### config.mk
export PLATFORM = sky130hd
export DESIGN_NAME = instr_fetch_stage
export DESIGN_NICKNAME = d
export VERILOG_FILES = /design/src/rtl/instr_fetch_stage.sv
export SDC_FILE = /design/constraint.sdc
export NUM_CORES = 1
export LEC_CHECK = 0
export CAP_MARGIN = 25
export CORE_MARGIN = 2
export CORE_UTILIZATION = 45
export DETAILED_ROUTE_END_ITERATION = 8
export MAX_ROUTING_LAYER = met4
export PLACE_DENSITY = 0.79
export SLEW_MARGIN = 10
export SYNTH_ARGS = -nofsm -noshare
export SYNTH_HDL_FRONTEND = slang
export SYNTH_SLANG_ARGS = --single-unit
### constraint.sdc
create_clock -name Clock -period 4.1 [get_ports Clock]
set_clock_uncertainty 0.15 [all_clocks]
set_input_delay 1.025 -clock Clock [delete_from_list [all_inputs] [get_ports Clock]]
set_output_delay 1.025 -clock Clock [all_outputs]
set_load 0.02 [all_outputs]
### src/rtl/instr_fetch_stage.sv
// Instruction fetch stage: latches the PC address, reads a small writable store into an
// instruction register, hands it to the decoder and pulses End. Optional macro: INSTR_PARITY_CHECK_EN.
module instr_fetch_stage #(
  parameter int ADDR_W  = 2,
  parameter int INSTR_W = 8,
  parameter int DEPTH   = 4
) (
  input  logic               Clock,
  input  logic               Reset_n,
  input  logic [ADDR_W-1:0]  Addr,
  input  logic               AddrValid,
  input  logic               WrEn,
  input  logic [ADDR_W-1:0]  WrAddr,
  input  logic [INSTR_W-1:0] WrData,
  output logic [INSTR_W-1:0] Instr,
  output logic               InstrValid,
  input  logic               InstrReady,
  output logic               End,
  output logic               Busy,
  output logic [7:0]         FetchCount,
`ifdef INSTR_PARITY_CHECK_EN
  output logic               ParErr,
`endif
  output logic [1:0]         DbgState
);

  // Decoder handshake: a word transfers on a rising edge where InstrValid and InstrReady
  // are both high; InstrValid stays high and Instr stays stable until that edge.
  typedef enum logic [1:0] {
    S_IDLE  = 2'd0,
    S_READ  = 2'd1,
    S_VALID = 2'd2,
    S_DONE  = 2'd3
  } state_t;

  state_t              state_q;
  logic [ADDR_W-1:0]   addr_q;
  logic [INSTR_W-1:0]  instr_q;
  logic                instr_valid_q;
  logic                end_q;
  logic                busy_q;
  logic [7:0]          fetch_cnt_q;
  logic [7:0]          fetch_cnt_d;
  logic [INSTR_W-1:0]  mem_q [DEPTH];
`ifdef INSTR_PARITY_CHECK_EN
  logic                par_q [DEPTH];
  logic                par_err_q;
`endif

  assign fetch_cnt_d = (fetch_cnt_q == 8'hFF) ? fetch_cnt_q : fetch_cnt_q + 8'd1;

  // Store write and FSM share one process; nonblocking reads in READ see the pre-write word.
  always_ff @(posedge Clock or negedge Reset_n) begin
    if (!Reset_n) begin
      state_q       <= S_IDLE;
      addr_q        <= '0;
      instr_q       <= '0;
      instr_valid_q <= 1'b0;
      end_q         <= 1'b0;
      busy_q        <= 1'b0;
      fetch_cnt_q   <= '0;
      for (int i = 0; i < DEPTH; i++) begin
        mem_q[i] <= '0;
`ifdef INSTR_PARITY_CHECK_EN
        par_q[i] <= 1'b0;
`endif
      end
`ifdef INSTR_PARITY_CHECK_EN
      par_err_q     <= 1'b0;
`endif
    end else begin
      if (WrEn) begin
        mem_q[WrAddr] <= WrData;
`ifdef INSTR_PARITY_CHECK_EN
        par_q[WrAddr] <= ^WrData;
`endif
      end
      case (state_q)
        S_IDLE: begin
          if (AddrValid) begin
            addr_q  <= Addr;
            busy_q  <= 1'b1;
            state_q <= S_READ;
          end
        end
        S_READ: begin
          instr_q       <= mem_q[addr_q];
          instr_valid_q <= 1'b1;
          state_q       <= S_VALID;
`ifdef INSTR_PARITY_CHECK_EN
          if ((^mem_q[addr_q]) != par_q[addr_q]) par_err_q <= 1'b1;
`endif
        end
        S_VALID: begin
          if (InstrReady) begin
            instr_valid_q <= 1'b0;
            end_q         <= 1'b1;
            fetch_cnt_q   <= fetch_cnt_d;
            state_q       <= S_DONE;
          end
        end
        S_DONE: begin
          end_q   <= 1'b0;
          busy_q  <= 1'b0;
          state_q <= S_IDLE;
        end
        default: begin
          state_q <= S_IDLE;
        end
      endcase
    end
  end

  assign Instr      = instr_q;
  assign InstrValid = instr_valid_q;
  assign End        = end_q;
  assign Busy       = busy_q;
  assign FetchCount = fetch_cnt_q;
  assign DbgState   = state_q;
`ifdef INSTR_PARITY_CHECK_EN
  assign ParErr     = par_err_q;
`endif

endmodule

# == Word-level counts from Yosys, hierarchy flattened ==
# Cells that the tools add are included.
# totals
register_bits,55
inputBits,17
output_inout_bits,21
word_cells,50
# op_classes
addsub,1
magnitude_cmp,3
eq_ne,6
n_mux,15
bitwise,3
reduce_logical,11
# op_table
cell,n
$bwmux W32,1
$mux W8,3
$bmux W8 S2,1
$demux W8 S2,1
$reduce_and A2 Y1,5
$add A8 B1 Y8 const B,1
$eq A8 B8 Y1 const B,1
$pmux W2 S4,1
$ge A3 B3 Y1 const B,2
$not A2 Y3,2
$pmux W1 S2,3
$reduce_bool A2 Y1,3
$eq A2 B2 Y1 const B,2
$mux W2,2
$ne A2 B2 Y1 const B,2
$lt A3 B1 Y1 const B,1
$mux W1,3
$reduce_and A3 Y1,1
$eq A2 B1 Y1 const B,1
$logic_not A2 Y1,1
$logic_and A1 B1 Y1,1
$not A1 Y1,1

# == Longest topological paths before layout ==
# logic_depth
ltp_word,6
mapped_depth,6

# == Worst setup path before layout ==
# OpenSTA, ideal clock, no wires.
# synth_timing
kind,in2reg
startpoint,in WrAddr[0]
endpoint,reg mem_q[24] (netlist name)
setup_ns,0.125
arrival_ns,1.723
required_time_ns,3.825
path_slack_ns,2.102
cell_stages,2
n_path_buf,0
path_cell_list,nor3b_4 > mux2_2
# synth_between
elab_chain_cells,6
# synth_lines
element,line_no,source
start: declaration,13,"input logic [ADDR_W-1:0] WrAddr,"
$not A2 Y3 (not written as such) *,73,mem_q[WrAddr] <= WrData;
$ge A3 B3 Y1 (not written as such) / $lt A3 B1 Y1 (equally long branches),73,
$logic_and A1 B1 Y1 (not written as such),73,
$mux W8 (not written as such),73,
$demux W8 S2 *,73,
$bwmux W32 *,73,
end signal: indexed assignment,73,
end: declaration,44,logic [INSTR_W-1:0] mem_q [DEPTH];
# Every way passes the cells marked *; elsewhere a longest branch is shown, timed or not.
# A chain may end at the register's enable or synchronous reset.

# == Worst setup path after layout ==
# layout_timing
startpoint,"reg fetch_cnt_q[5], in the netlist FetchCount[5]"
endpoint,out FetchCount[5]
# layout_rtl
element,line_no,source
start: declaration,42,logic [7:0] fetch_cnt_q;
start signal: assignment,98,fetch_cnt_q <= fetch_cnt_d;
end: declaration,20,"output logic [7:0] FetchCount,"
# No word-level cell between the ends.

==> reports/results.ini <==
[status]
outcome = finished clean

[drt]
route.met3.wl_um = 94
route.vias.total = 1436
vias_per_cell = 5.22
dr.first_iter.drc_count = 68
antenna_left = 0
wl_per_cell_um = 15.6
wl_um = 4280
routed-wl-met2_um = 2140
drt-met1-wl_um = 1990
drc = 0
topRoutingLayerUsed = met4
first_pass_iters = 4

[critical_path]
cpLargestDelayFamily = buffers and inverters
cp-startpoint = FetchCount[5]$_DFFE_PN0P_
r2r-start = addr_q[0]$_DFFE_PN0P_
required_ns = 2.92
path_cells = clkdlybuf4s50_1
critical_path_class = reg -> out
reg2reg_slack_ns = 2.30
critPathMaxFanout = 5
timing.rr.end = Instr[3]$_DFFE_PN0P_
ff2ff_path_depth = 2
cp_slowest_cell = clkdlybuf4s50_1
path_buf_inv = 1
arrival_ns = 1.38
startpoint_type = register
max_stage_delay_ns = 0.65
critPathCaptureType = primary output

[sta]
tns_ns = 0
fin_crit_ns = 2.56
hold_viol_final = 0
timing.fmax_mhz = 391
rsz0062_at_grt = false
setup_viol = 0
slew_headroom_pct = 55.9
fin_crit_sh_pct = 62.4
layout_setup_ws_ns = 1.54
slew_viol_final = 0
fin_hold_ws_ns = 0.359
tightest_slew_ns = 0.661

[clocking]
htreeDepth = 2
cts_tree = yes
path_clk_slew_ns = 0.09
cts_max_path_buffers = 2
numCtsBuffers = 5
clock_latency_ns = 0.30
clock-sinks = 55
cts_resized = 0
ctsHoldBuffers = 0
postCtsSetupRepairBufs = 0
cts_root_buffer = clkbuf_8

[yosys]
synthTopCellsByArea = dfrtp_1 (56%), mux2_2 (17%), mux4_2 (7.4%)
syn_avg_cell_area_um2 = 15.1
ys_ff_latch = 55
yosysWarningCount = 0
ys_types = 27
yosys.area.top_type = dfrtp_1
synth.cell_area_um2 = 2450
synth_cells = 162
netlist.area_leader.share_pct = 56.2
yosysSeqAreaShare_pct = 56.2
syn-num-nets = 184

[global_routing]
grt_overflow = 0
grt_pass1_vias = 1485
grt_usage_pct = 16.3
grt_max_degree = 30
grt_antenna_before_repair = 0
grt_pass1_wl_um = 7450

[worst_hold_path]
hold_class = reg -> reg
hold_path_end = mem_q[12]$_DFFE_PN0P_
min-delay-start = mem_q[12]$_DFFE_PN0P_
whs_path_depth = 1

[floorplan]
die_w_um = 77.7
die_y_um = 77.7
fp.coreArea_um2 = 5170
io_pins = 38
num_rows = 26
dieArea_um2 = 6040
start_util_pct = 47.3

[place]
port-buffer-count = 37
dp_hpwl_um = 2960
placed_area_um2 = 2890
place.gp.congestion = 0.718
dp_slack_ns = 1.38

[job]
drv_cap = 0

[layout]
drive_above_1_share_pct = 30.2
fin_area_um2 = 2970
nets = 226
fillers = 408
final_cell_mix = dfrtp_1 (55), mux2_2 (36), clkdlybuf4s50_1 (36)
antennaDiodeCount = 0
final_common_cell = dfrtp_1
syn_to_final_growth_pct = 21.5

[power]
total_power_mw = 1.91
power_density_nw_per_um2 = 641
leakagePower_nw = 1.28
max-vdd-ir-drop_uv = 254

-- synthesized netlist by cell type --
cell type	instances
dfrtp_1	55
xor2_1	1
mux2i_1	3
nand2_1	8
ha_1	5
a22oi_1	1
mux2_4	8
mux4_2	8
buf_2	1
nand3_1	3
and4_1	1
and3_1	3
o22a_1	1
inv_1	7
nand4_1	1
xnor2_1	3
mux2_2	36
nor3b_4	1
o2bb2ai_1	1
nand3b_1	2
o21ai_0	4
a21oi_1	3
clkbuf_1	1
nor3_1	1
and2_1	1
nor2_1	2
buf_6	1
-- power by group --
group,total [mW],switching [mW],internal (mW)
Clock,0.290,0.171,0.120
Sequential,0.846,0.144,0.701
Combinational,0.771,0.306,0.465
-- cell type report --
class | instances | area (um^2) | share of cell area (%)
Inverter | 7 | 26.3 | 0.884
Clock buffer | 6 | 72.6 | 2.44
Multi-Input combinational cell | 97 | 1020 | 34.5
Tap cell | 70 | 87.6 | 2.95
Timing Repair Buffer | 38 | 373 | 12.5
Sequential cell | 55 | 1380 | 46.3
Clock inverter | 2 | 12.5 | 0.421
-- state kept, by name, indices dropped and copies added (netlist names) --
signal / count
End: 1
Instr: 8
Busy: 1
addr_q: 2
DbgState: 2
InstrValid: 1
FetchCount: 8
mem_q: 32
-- per-layer routing --
layer | global-route usage [%] | up-vias
met5 | - | -
met4 | 4.82 | 0
met3 | 3.26 | 5
met2 | 26.6 | 17
met1 | 20.7 | 742
li1 | - | 672
-- cell families (layout without fill, tap and decap cells) --
kind of cell,Yosys count,after routing,synth area share [%]
adders and majority gates,5,5,2.56
buffers and inverters,10,53,1.89
and+or+nand+nor,23,23,5.37
xor gates and xnor gates,4,4,1.43
AOI/OAI and AO/OA,10,10,2.45
muxes,55,55,30.1
DFF,55,55,56.2
-- how the worst max path moves through the flow --
stage,to,slack [ns],depth (start not counted)
2_1_floorplan,mem_q[24]$_DFFE_PN0P_,2.10,2
3_3_place_gp,mem_q[31]$_DFFE_PN0P_,1.41,3
3_5_place_dp,mem_q[31]$_DFFE_PN0P_,1.38,3
4_1_cts,DbgState[0],1.52,1
5_1_grt,DbgState[0],1.47,1
6_report,FetchCount[5],1.54,1
-- stage by stage --
stage                     instances  utilization (%)
after floorplan                 162                -
after global placement          267             55.8
after detailed placement        267             55.8
after CTS                       275             57.5
after global routing            275             57.5
final                           275             57.5
No activity file was read; power rests on OpenSTA's default activity.
